File: src/rtl/mux2_arb_if.sv
// Handshake bundle for mux2_arb: two requester channels plus the registered output channel.
interface mux2_arb_if #(
  parameter int WIDTH = 4
);
  logic             a_valid;
  logic [WIDTH-1:0] a_data;
  logic             a_ready;
  logic             b_valid;
  logic [WIDTH-1:0] b_data;
  logic             b_ready;
  logic             out_valid;
  logic [WIDTH-1:0] out_data;
  logic             out_ready;
  logic             sel;
  logic             busy;

  // master: the producers/consumer surrounding the arbiter
  modport master (
    output a_valid, a_data, input a_ready,
    output b_valid, b_data, input b_ready,
    input  out_valid, out_data, sel, busy,
    output out_ready
  );

  modport slave (
    input  a_valid, a_data, output a_ready,
    input  b_valid, b_data, output b_ready,
    output out_valid, out_data, sel, busy,
    input  out_ready
  );
endinterface

File: src/rtl/mux2_arb.sv
// Round-robin two-requester arbiter with burst limit feeding one registered output stage.
// Optional per-requester transfer counters (cnt_a/cnt_b) when MUX2_ARB_STATS_EN is defined.
module mux2_arb #(
  parameter int WIDTH = 4,
  parameter int BURST = 2
) (
  input  logic       clk,
  input  logic       rst_n,
  mux2_arb_if.slave  bus
`ifdef MUX2_ARB_STATS_EN
  ,
  output logic [7:0] cnt_a,
  output logic [7:0] cnt_b
`endif
);

  typedef enum logic {
    REQ_A = 1'b0,
    REQ_B = 1'b1
  } req_t;

  req_t             last;
  req_t             grant;
  logic             grant_valid;
  logic [3:0]       cnt;
  logic             can_load;
  logic             xfer;
  logic [WIDTH-1:0] mux_data;

  // Stay with the last winner until it has used its burst, then hand over on a tie.
  always_comb begin
    grant_valid = 1'b0;
    grant       = REQ_A;
    if (bus.a_valid && bus.b_valid) begin
      grant_valid = 1'b1;
      if (cnt < 4'(BURST)) begin
        grant = last;
      end else if (last == REQ_A) begin
        grant = REQ_B;
      end else begin
        grant = REQ_A;
      end
    end else if (bus.a_valid) begin
      grant_valid = 1'b1;
      grant       = REQ_A;
    end else if (bus.b_valid) begin
      grant_valid = 1'b1;
      grant       = REQ_B;
    end
  end

  // rst_n gates the readies so nothing is accepted while reset is held.
  always_comb begin
    can_load    = !bus.out_valid || bus.out_ready;
    xfer        = rst_n && can_load && grant_valid;
    bus.a_ready = xfer && (grant == REQ_A);
    bus.b_ready = xfer && (grant == REQ_B);
    mux_data    = (grant == REQ_B) ? bus.b_data : bus.a_data;
    bus.busy    = bus.out_valid;
  end

  always_ff @(posedge clk or negedge rst_n) begin
    if (!rst_n) begin
      bus.out_valid <= 1'b0;
      bus.out_data  <= '0;
      bus.sel       <= 1'b0;
      last          <= REQ_B;
      cnt           <= 4'(BURST);
    end else if (xfer) begin
      bus.out_valid <= 1'b1;
      bus.out_data  <= mux_data;
      bus.sel       <= (grant == REQ_B);
      if (grant == last) begin
        if (cnt != 4'd15) begin
          cnt <= cnt + 4'd1;
        end
      end else begin
        last <= grant;
        cnt  <= 4'd1;
      end
    end else if (bus.out_ready) begin
      bus.out_valid <= 1'b0;
    end
  end

`ifdef MUX2_ARB_STATS_EN
  always_ff @(posedge clk or negedge rst_n) begin
    if (!rst_n) begin
      cnt_a <= 8'd0;
      cnt_b <= 8'd0;
    end else if (xfer) begin
      if (grant == REQ_A && cnt_a != 8'd255) begin
        cnt_a <= cnt_a + 8'd1;
      end
      if (grant == REQ_B && cnt_b != 8'd255) begin
        cnt_b <= cnt_b + 8'd1;
      end
    end
  end
`endif

endmodule
File: src/flat_wrapper.sv
// flat-port wrapper written by rule: the top's interface ports become plain ports
module mux2_arb_flat 
#(
  parameter int WIDTH = 4,
  parameter int BURST = 2
)
  (clk, rst_n, bus_a_valid, bus_a_data, bus_a_ready, bus_b_valid, bus_b_data, bus_b_ready, bus_out_valid, bus_out_data, bus_sel, bus_busy, bus_out_ready);
  mux2_arb_if #(.WIDTH(WIDTH)) bus_i ();
  input  logic clk;
  input  logic rst_n;
  input wire logic [$bits(bus_i.a_valid)-1:0] bus_a_valid;
  input wire logic [$bits(bus_i.a_data)-1:0] bus_a_data;
  output wire logic [$bits(bus_i.a_ready)-1:0] bus_a_ready;
  input wire logic [$bits(bus_i.b_valid)-1:0] bus_b_valid;
  input wire logic [$bits(bus_i.b_data)-1:0] bus_b_data;
  output wire logic [$bits(bus_i.b_ready)-1:0] bus_b_ready;
  output wire logic [$bits(bus_i.out_valid)-1:0] bus_out_valid;
  output wire logic [$bits(bus_i.out_data)-1:0] bus_out_data;
  output wire logic [$bits(bus_i.sel)-1:0] bus_sel;
  output wire logic [$bits(bus_i.busy)-1:0] bus_busy;
  input wire logic [$bits(bus_i.out_ready)-1:0] bus_out_ready;
  assign bus_i.a_valid = bus_a_valid;
  assign bus_i.a_data = bus_a_data;
  assign bus_a_ready = bus_i.a_ready;
  assign bus_i.b_valid = bus_b_valid;
  assign bus_i.b_data = bus_b_data;
  assign bus_b_ready = bus_i.b_ready;
  assign bus_out_valid = bus_i.out_valid;
  assign bus_out_data = bus_i.out_data;
  assign bus_sel = bus_i.sel;
  assign bus_busy = bus_i.busy;
  assign bus_i.out_ready = bus_out_ready;
  mux2_arb #(.WIDTH(WIDTH), .BURST(BURST)) u_core (.clk(clk), .rst_n(rst_n), .bus(bus_i));
endmodule
File: config.mk
export PLATFORM = sky130hd
export DESIGN_NAME = mux2_arb_flat
export DESIGN_NICKNAME = d
export VERILOG_FILES = /design/src/rtl/mux2_arb_if.sv /design/src/rtl/mux2_arb.sv /design/src/flat_wrapper.sv
export SDC_FILE = /design/constraint.sdc
export NUM_CORES = 1
export LEC_CHECK = 0
export BUFFER_PORTS_ARGS = -buffer_cell sky130_fd_sc_hd__buf_2
export CORE_ASPECT_RATIO = 0.9
export CORE_UTILIZATION = 42
export DETAILED_ROUTE_END_ITERATION = 8
export GPL_ROUTABILITY_DRIVEN = 0
export GPL_TIMING_DRIVEN = 0
export HOLD_SLACK_MARGIN = 0.08
export PLACE_DENSITY = 0.71
export SLEW_MARGIN = 40
export SYNTH_ARGS = -nofsm -noshare
export SYNTH_HDL_FRONTEND = slang
export SYNTH_SLANG_ARGS = --single-unit
File: constraint.sdc
create_clock -name clk -period 1.3 [get_ports clk]
set_input_delay 0.065 -clock clk [delete_from_list [all_inputs] [get_ports clk]]
set_output_delay 0.065 -clock clk [all_outputs]
set_load 0.03 [all_outputs]
==> results of run 1 <==
## cell type report
| type | instances | share of cell area |
|---|---|---|
| Sequential cell | 11 | 0.2602 |
| Tap cell | 15 | 0.01750 |
| Inverter | 2 | 0.007001 |
| Buffer | 4 | 0.02917 |
| Clock buffer | 4 | 0.02450 |
| Multi-Input combinational cell | 51 | 0.4107 |
| Timing Repair Buffer | 37 | 0.2509 |
## tightest hold or removal path, stage by stage
cell      delay [ns]
buf_2           0.07
nand2b_1        0.14
nand2_1         0.06
## logic make-up (layout without fill, tap and decap cells)
logic type,Yosys count,count (layout),synth area share
and+or+nand+nor,26,26,0.2104
DFF,11,11,0.4286
AOI/OAI and AO/OA,24,24,0.2819
adders and majority gates,1,1,0.01930
buffers and inverters,6,47,0.05983
## repair_timing
item,CTS,global route
resized for setup,8,18
hold buffers,5,0
cloned,0,0
pin swaps,8,13
hold endpoints to repair,15,0
setup endpoints to repair,11,12
buffers inserted,6,5
## how the worst max path moves through the flow
stage,endpoint,depth (start not counted)
after detailed placement,bus_b_ready,4
final,bus_a_ready,5
after floorplan,u_core.bus.sel,4
after CTS,bus_b_ready,5
after global placement,bus_b_ready,4
after global routing,bus_a_ready,5
## registers in the layout (all words and copies together), names as in the netlist
name                 cells
u_core.bus.sel           1
u_core.bus.busy          1
u_core.last              1
u_core.bus.out_data      4
u_core.cnt               4
## cells in the mapped netlist (all sizes together)
master and instances:
nand2 5, a2bb2oi 1, dfrtp 9, dfstp 2, o31a 1, buf 4
ha 1, a21bo 4, inv 2, a211o 1, o2bb2ai 2, nor3 1
and3 1, nor4 1, nor2b 2, o211ai 1, nand3 7, a31oi 4
nand2b 2, nor2 6, a21oi 5, o21ai 3, a21o 2, and2 1
## per-layer routing
metal  up-vias  part of all wire  wire [um]
met5         -                 0          0
met4         0             0.019         36
met3         5             0.031         58
met2        20              0.51        934
met1       337              0.44        819
li1        329                 -          -
## report_power, final
group	switching [mW]	leakage, nW	total, mW	internal, mW
clock network	0.124	0.0150	0.243	0.119
logic	0.552	0.349	1.12	0.564
registers	0.100	0.123	0.568	0.468
## metrics by stage
| step | utilization | total power [mW] |
|---|---|---|
| after CTS | 0.6482 | 1.614 |
| after floorplan | - | 1.084 |
| after detailed placement | 0.5445 | 1.240 |
| after global placement | 0.5445 | 1.220 |
| after global routing | 0.7407 | 2.044 |
| final | 0.7407 | 1.927 |
==> results.yml, run 1 <==
timing:
  setup_tns_ns: -2.118
  setup_viol_count_final: 12
  finalMaxSlewViolations: 0
  relSlewSlack: 0.6482
  finalHoldViolations: 0
  final.period_utilization: 1.278
  hold_slack_ns: 0.1095
  skew_ns: 0.002268
  fin_crit_ns: 1.662
  rsz0062_at_grt: "true"
  tightest_slew_ns: 0.5259
  fmax_ghz: 0.6019
  setup_slack_ns: -0.3615
worst_setup_path:
  crit_arrival_ns: 1.60
  worstSetupStartpointType: "flip-flop"
  crit_slowest_cell: "dfstp_2"
  cp_cell_sequence: "o31a_1, o21ai_4, buf_6, a21oi_2, buf_6"
  rr_worst_depth: 6
  critPathCaptureType: "output port"
  max_stage_delay_ns: 0.58
  worstPathRequired_ns: 1.24
  worstSetupStartpoint: "u_core.last"
  reg2reg_from: "u_core.last"
  crit_type: "flip-flop to output port"
  critPathTopFamily: "flip-flops"
  critPathBufInv: 2
  crit_top_cell: "buf_6"
  r2r-end: "u_core.bus.out_data[0]"
  cp_max_fo: 3
  reg2reg_slack_ns: -0.25
worst_hold_path:
  hold_start: "bus_out_ready"
  min_to: "u_core.bus.busy"
  min_path_type: "input port to flip-flop"
  hold_depth: 3
power:
  power_leakage_nw: 0.4863
  vdd_ir_drop_max_mv: 1.315
  p_per_area_nw_per_um2: 1797
synth:
  ys_ff_latch: 11
  synth-seq-area-share: 0.4286
  synth_top_cell_by_area: "dfrtp_1"
  yosysTopAreaCellShare: 0.3475
  syn_inst: 68
  synth_cell_type_count: 27
  syn-num-nets: 82
  synthesis.area_um2: 648.1
  synthTopCellsByArea: "dfrtp_1 (35%), dfstp_2 (8.1%), a21bo_2 (6.2%)"
  yosysWarnings: 0
  syn_avg_cell_area_um2: 9.531
layout:
  layout-drive-gt1-share: 0.5688
  final-seq-area_um2: 279.0
  layout_commonest_cell: "buf_2"
  final_cells: 124
  area_delta_synth_final_pct: 65.44
  multiInputGateArea_um2: 440.4
  diodes: 0
  nets: 124
  layout_common_cells: "buf_2 (20), buf_6 (8), buf_4 (8), dfrtp_1 (8), nor2_1 (6)"
  nFillCells: 98
  design_area_um2: 1072
clock_tree:
  clk_latency_ns: 0.28
  numCtsBuffers: 3
  cts.sinks: 11
  clkTransAtPathRegs_ns: 0.07
  cts_tree: "yes"
  cts_root_buf: "clkbuf_4"
  clockBufferDepth: 2
  h-tree-depth: 1
global_route:
  grt_overflow: 0
  grt_max_degree: 12
  antenna_found_initial: 0
  grt_usage: 0.2075
  grt_pass1_wl_um: 2401
  grt_use_met3: 0.06912
  globalRouteMet1Util: 0.2345
  grt_pass1_vias: 568
  grtUsageMet2: 0.3485
  top_usage_layer: "met2"
die:
  die_h_um: 39.27
  core_area_um2: 1448
  die_area_um2: 1704
  rows: 13
  die_width_um: 43.41
  initial_core_util: 0.4477
  num_io_pins: 22
outcome:
  violations: "design-rule violations, negative setup slack"
  outcome: "finished, violations left"
route:
  vias: 691
  totalWireLength_um: 1849
  ant_nets: 0
  dr.pass1.iters: 8
  vias_per_cell: 5.573
  drc: 2
  drt_iter0_drc: 13
  wl_per_cell_um: 14.91
placement:
  placedInstanceArea_um2: 788.3
  place_ws_ns: -0.2792
  io_buffers: 21
  dp_cells: 104
flow_run:
  maxCapViolCount: 0
(Power assumes the default switching activity.)
==> inputs of run 2 (changes only) <==
--- a/config.mk
+++ b/config.mk
@@ -7,12 +7,13 @@
 export LEC_CHECK = 0
 export BUFFER_PORTS_ARGS = -buffer_cell sky130_fd_sc_hd__buf_2
 export CORE_ASPECT_RATIO = 0.9
-export CORE_UTILIZATION = 42
+export CORE_UTILIZATION = 45
+export CTS_BUF_LIST = sky130_fd_sc_hd__clkbuf_4 sky130_fd_sc_hd__clkbuf_8
 export DETAILED_ROUTE_END_ITERATION = 8
 export GPL_ROUTABILITY_DRIVEN = 0
 export GPL_TIMING_DRIVEN = 0
 export HOLD_SLACK_MARGIN = 0.08
-export PLACE_DENSITY = 0.71
+export PLACE_DENSITY = 0.76
 export SLEW_MARGIN = 40
 export SYNTH_ARGS = -nofsm -noshare
 export SYNTH_HDL_FRONTEND = slang
==> run 2 against run 1 <==
  * Critical path type unchanged
  * Final cell count grew 1.6%
  * Design area up 0.70%
  * The flow finishes with violations (negative setup slack)
  * Register-to-register slack got worse by 0.07 ns
==> results.yml, run 2 (synthesized netlist as in run 1, its figures left out) <==
global_route:
  grt_pass1_wl_um: 2794
  grt_overflow: 0
  top_usage_layer: "met2"
  grtUsageMet2: 0.4180
  grt_use_met3: 0.07075
  antenna_found_initial: 0
  grt_max_degree: 12
  grt_usage: 0.2426
  globalRouteMet1Util: 0.2955
  grt_pass1_vias: 644
route:
  vias_per_cell: 5.532
  ant_nets: 0
  dr.pass1.iters: 4
  drt_iter0_drc: 18
  totalWireLength_um: 1980
  drc: 0
  wl_per_cell_um: 15.71
  vias: 697
timing:
  fin_crit_ns: 1.644
  finalMaxSlewViolations: 0
  rsz0062_at_grt: "true"
  setup_tns_ns: -2.761
  setup_slack_ns: -0.3441
  finalHoldViolations: 0
  relSlewSlack: 0.6225
  hold_slack_ns: 0.07802
  tightest_slew_ns: 0.5603
  fmax_ghz: 0.6082
  setup_viol_count_final: 12
  final.period_utilization: 1.265
  skew_ns: 0.009904
clock_tree:
  cts_tree: "yes"
  clk_latency_ns: 0.27
  cts_root_buf: "clkbuf_4"
  h-tree-depth: 1
  numCtsBuffers: 3
  clkTransAtPathRegs_ns: 0.07
  cts.sinks: 11
  clockBufferDepth: 2
power:
  p_total_mw: 1.880
  vdd_ir_drop_max_mv: 1.406
  power_leakage_nw: 0.5032
  p_per_area_nw_per_um2: 1741
placement:
  placedInstanceArea_um2: 787.0
  hpwl_um: 918.5
  dp_cells: 103
  place_ws_ns: -0.2511
  io_buffers: 21
worst_setup_path:
  critPathCaptureType: "output port"
  reg2reg_from: "u_core.cnt[2]"
  worstSetupStartpointType: "flip-flop"
  r2r-end: "u_core.bus.out_data[3]"
  crit_arrival_ns: 1.58
  crit_type: "flip-flop to output port"
  reg2reg_slack_ns: -0.32
  worstPathRequired_ns: 1.24
  cp_max_fo: 4
  rr_worst_depth: 6
layout:
  layout_commonest_cell: "buf_2"
  layout_common_cells: "buf_2 (20), buf_4 (12), buf_6 (8), dfrtp_1 (8)"
  area_delta_synth_final_pct: 66.60
  final_cells: 126
  reg.largest.list: "u_core.bus.out_data (4), u_core.cnt (4)"
  layout-drive-gt1-share: 0.5893
  nets: 127
  design_area_um2: 1080
  diodes: 0
  utilization: 0.8362
die:
  num_io_pins: 22
  die_width_um: 42.01
  die_area_um2: 1596
  initial_core_util: 0.5019
  rows: 12
  core_area_um2: 1291
  die_h_um: 38.01
worst_hold_path:
  min_path_type: "input port to flip-flop"
  hold_depth: 3
  hold_start: "bus_b_data[3]"
  min_to: "u_core.bus.out_data[3]"
flow_run:
  maxCapViolCount: 0
outcome:
  violations: "negative setup slack"
  outcome: "finished, violations left"
-- run 2: cell count changes in the layout (fill, tap and decap cells not counted), sizes merged --
| cell | before | now |
|---|---|---|
| buf | 36 | 40 |
| dlygate4sd3 | 5 | 4 |
-- run 2: worst max-delay path by stage --
stage,slack [ns],from,endpoint,cells after the start
2_1_floorplan,-0.14,u_core.cnt[2],u_core.bus.sel,4
3_3_place_gp,-0.25,u_core.cnt[2],bus_b_ready,4
3_5_place_dp,-0.25,u_core.cnt[2],bus_b_ready,4
4_1_cts,-0.30,u_core.last,bus_a_ready,6
5_1_grt,-0.40,u_core.cnt[2],bus_a_ready,5
6_report,-0.34,u_core.cnt[2],bus_a_ready,5
-- run 2: layout make-up --
cell class	count	area, um^2
plain buffers	3	20.02
clock buffers	4	30.03
fillers	71	211.5
inverters	2	7.507
multi-input cells	51	425.4
flip-flops and latches	11	279.0
well taps	14	17.52
repair buffers	41	300.3
-- run 2: critical path, cell delays in order (launching register included) --
cell and delay, ns:
dfrtp_2 0.45, nor4_4 0.36, o21ai_4 0.11, buf_6 0.13
a21oi_4 0.13, buf_6 0.14
-- run 2: metal layers --
layer,wire [um],part of all wire
met2,1001,0.51
met3,91,0.046
met5,0,0
met1,855,0.43
met4,31,0.016
-- run 2: what timing repair did --
item | CTS | global route
resized for setup | 20 | 7
gates cloned | 0 | 0
pin swaps | 15 | 9
endpoints found under the setup margin | 11 | 13
hold endpoints to repair | 15 | 0
hold buffers | 5 | 0
setup buffers | 12 | 6
-- run 2: report_power, final --
| group | internal (mW) | total [mW] | switching [mW] |
|---|---|---|---|
| combinational | 0.513 | 1.02 | 0.507 |
| clock | 0.140 | 0.271 | 0.132 |
| sequential | 0.467 | 0.588 | 0.121 |
| total | 1.12 | 1.88 | 0.760 |
==> inputs of run 3 (changes only) <==
--- a/config.mk
+++ b/config.mk
@@ -5,15 +5,15 @@
 export SDC_FILE = /design/constraint.sdc
 export NUM_CORES = 1
 export LEC_CHECK = 0
+export ABC_AREA = 1
 export BUFFER_PORTS_ARGS = -buffer_cell sky130_fd_sc_hd__buf_2
 export CORE_ASPECT_RATIO = 0.9
-export CORE_UTILIZATION = 45
-export CTS_BUF_LIST = sky130_fd_sc_hd__clkbuf_4 sky130_fd_sc_hd__clkbuf_8
+export CORE_UTILIZATION = 42
 export DETAILED_ROUTE_END_ITERATION = 8
 export GPL_ROUTABILITY_DRIVEN = 0
 export GPL_TIMING_DRIVEN = 0
 export HOLD_SLACK_MARGIN = 0.08
-export PLACE_DENSITY = 0.76
+export PLACE_DENSITY = 0.72
 export SLEW_MARGIN = 40
 export SYNTH_ARGS = -nofsm -noshare
 export SYNTH_HDL_FRONTEND = slang
==> run 3 against run 2 <==
  * The run still ends with negative setup slack left
  * Global-route usage up 2.3 points
  * Register-to-register slack improved by 0.23 ns
  * Sequential power fell by 13%
  * Flip-flop and latch count did not move
  * Critical path depth is the same
  * Fmax rose by 11%
  * Clock skew rose by 0.0012 ns
  * Synthesized area fell by 5.4%
  * Clock-buffer cell count did not move
  * Critical endpoint is now bus_b_ready
  * Final cell count is 7.1% higher
  * Utilization down 4.1 points
==> results.yml, run 3 <==
synth:
  syn_inst: 76
  syn-num-nets: 90
  yosysTopAreaCellShare: 0.3673
  yosys.cell_count.top_type: "nand2_1"
  synthTopCellsByArea: "dfrtp_1 (37%), nand2_1 (16%), nand3_1 (9.0%)"
  ys_ff_latch: 11
  synth_top_cell_by_area: "dfrtp_1"
  synthesis.area_um2: 613.1
  yosys_most_used_dff: "dfrtp_1"
  synthArstFlopShare: 1.000
  synth_cell_type_count: 18
  synth-seq-area-share: 0.4531
  syn_avg_cell_area_um2: 8.067
  yosysWarnings: 0
  synth_enable_flop_cells: 0
  netlist_top_cells_count: "nand2_1 (26), nand3_1 (11), dfrtp_1 (9)"
timing:
  setup_slack_ns: -0.1864
  finalMaxSlewViolations: 0
  final.period_utilization: 1.143
  fin_crit_ns: 1.486
  setup_viol_count_final: 10
  tightest_slew_ns: 0.5065
  rsz0062_at_grt: "true"
  skew_ns: 0.01109
  relSlewSlack: 0.6612
  fmax_ghz: 0.6728
  finalHoldViolations: 0
layout:
  reg.largest.list: "u_core.bus.out_data (4), u_core.cnt (4)"
  area_delta_synth_final_pct: 67.55
  layout_common_cells: "nand2_1 (22), buf_2 (19), buf_4 (11)"
  design_area_um2: 1027
  layout-drive-gt1-share: 0.4876
  diodes: 0
  utilization: 0.7955
  nets: 136
  nFillCells: 93
  layout_commonest_cell: "nand2_1"
placement:
  io_buffers: 21
  place_ws_ns: -0.1021
  hpwl_um: 1040
  placedInstanceArea_um2: 767.0
route:
  totalWireLength_um: 1832
  drt_iter0_drc: 17
  wl_per_cell_um: 13.57
  vias: 681
  drc: 0
  vias_per_cell: 5.044
  ant_nets: 0
  dr.pass1.iters: 4
power:
  power_switching_mw: 0.6396
  vdd_ir_drop_max_mv: 1.152
  p_total_mw: 1.539
  switching_share: 0.4157
  clock_power_share: 0.152
  share_seq_of_total_power: 0.333
  p_per_area_nw_per_um2: 1498
  combPwrFrac: 0.515
  p_int_mw: 0.8991
  power_leakage_nw: 0.5355
die:
  die_area_um2: 1617
  die_width_um: 42.28
  die_h_um: 38.25
  initial_core_util: 0.4748
  rows: 12
  num_io_pins: 22
  core_area_um2: 1291
worst_setup_path:
  reg2reg_slack_ns: -0.09
  crit_slowest_cell: "dfstp_2"
  cp_max_fo: 4
  cp_cell_sequence: "nand3_2, nand3_4, nand2_4, nor2_4, buf_6"
  crit_type: "flip-flop to output port"
  critPathCaptureType: "output port"
  rr_worst_depth: 8
  worstSetupStartpointType: "flip-flop"
  worstPathRequired_ns: 1.24
  crit_arrival_ns: 1.42
  max_stage_delay_ns: 0.58
global_route:
  grt_max_degree: 12
  grt_usage: 0.2659
  grt_pass1_wl_um: 3132
  grt_pass1_vias: 743
  grt_overflow: 0
  antenna_found_initial: 0
clock_tree:
  h-tree-depth: 1
  numCtsBuffers: 3
  clockBufferDepth: 2
  clkTransAtPathRegs_ns: 0.08
  cts.sinks: 11
  cts_root_buf: "clkbuf_4"
  clk_latency_ns: 0.27
  cts_tree: "yes"
worst_hold_path:
  min_path_type: "input port to flip-flop"
  hold_depth: 3
outcome:
  outcome: "finished, violations left"
  violations: "negative setup slack"
flow_run:
  maxCapViolCount: 0
-- run 3: area by class of cell --
type                    count  area [um^2]  share of cell area
repair buffers             41        296.5              0.2887
clock buffers               4        26.28             0.02558
plain buffers               2        15.01             0.01462
multi-input cells          56        366.6              0.3569
inverters                   7        26.28             0.02558
well taps                  14        17.52             0.01705
flip-flops and latches     11        279.0              0.2716
-- run 3: timing repair --
| action | CTS | global route |
|---|---|---|
| hold buffers | 10 | 0 |
| gates cloned | 0 | 0 |
| pin swaps | 10 | 5 |
| resized for setup | 12 | 2 |
| setup buffers | 9 | 1 |
| hold endpoints to repair | 16 | 0 |
| setup endpoints to repair | 7 | 12 |
-- run 3: per-stage QoR --
stage | hold WS [ns] | TNS (ns) | instances
3_3_place_gp | -0.04262 | -0.3220 | 111
3_5_place_dp | -0.04165 | -0.5017 | 111
5_1_grt | 0.2302 | -1.886 | 135
4_1_cts | 0.2018 | -0.9573 | 134
2_1_floorplan | -0.2306 | -0.1186 | 76
6_report | 0.1941 | -0.9379 | 135
-- run 3: logic make-up after synthesis --
group           synth area share
buf+inv                  0.06733
simple gates              0.4000
xor+xnor                 0.02858
fa+ha+maj                0.02040
compound gates           0.03060
flops                     0.4531
-- run 3: final timing paths --
path / start / end
max: u_core.last / bus_b_ready
min: bus_b_valid / u_core.bus.sel
max reg2reg: u_core.last / u_core.cnt[0]
min reg2reg: u_core.bus.out_data[1] / u_core.bus.out_data[1]
max in group asynchronous: rst_n / u_core.cnt[1]
min in group asynchronous: rst_n / u_core.bus.out_data[2]
-- run 3: worst max-delay path: cells and delay by family (launching register included) --
kind	cells	cell delay (ns)
AND/OR/NAND/NOR	4	0.43
buffers and inverters	1	0.14
flip-flops	1	0.58
-- run 3: layer usage --
layer  GRT usage  vias to the layer above  wire length (um)
li1            -                      338                 -
met1      0.2784                      319               809
met2      0.5346                       20               934
met3     0.05660                        4                74
met4     0.08594                        0                13
met5           0                        -                 0
-- run 3: power by group through the flow --
stage	combinational (mW)	sequential, mW	clock, mW
after floorplan	0.322	0.605	0
after global placement	0.531	0.523	0
after detailed placement	0.553	0.526	0
after CTS	0.765	0.510	0.234
after global routing	0.856	0.525	0.249
final	0.792	0.513	0.234
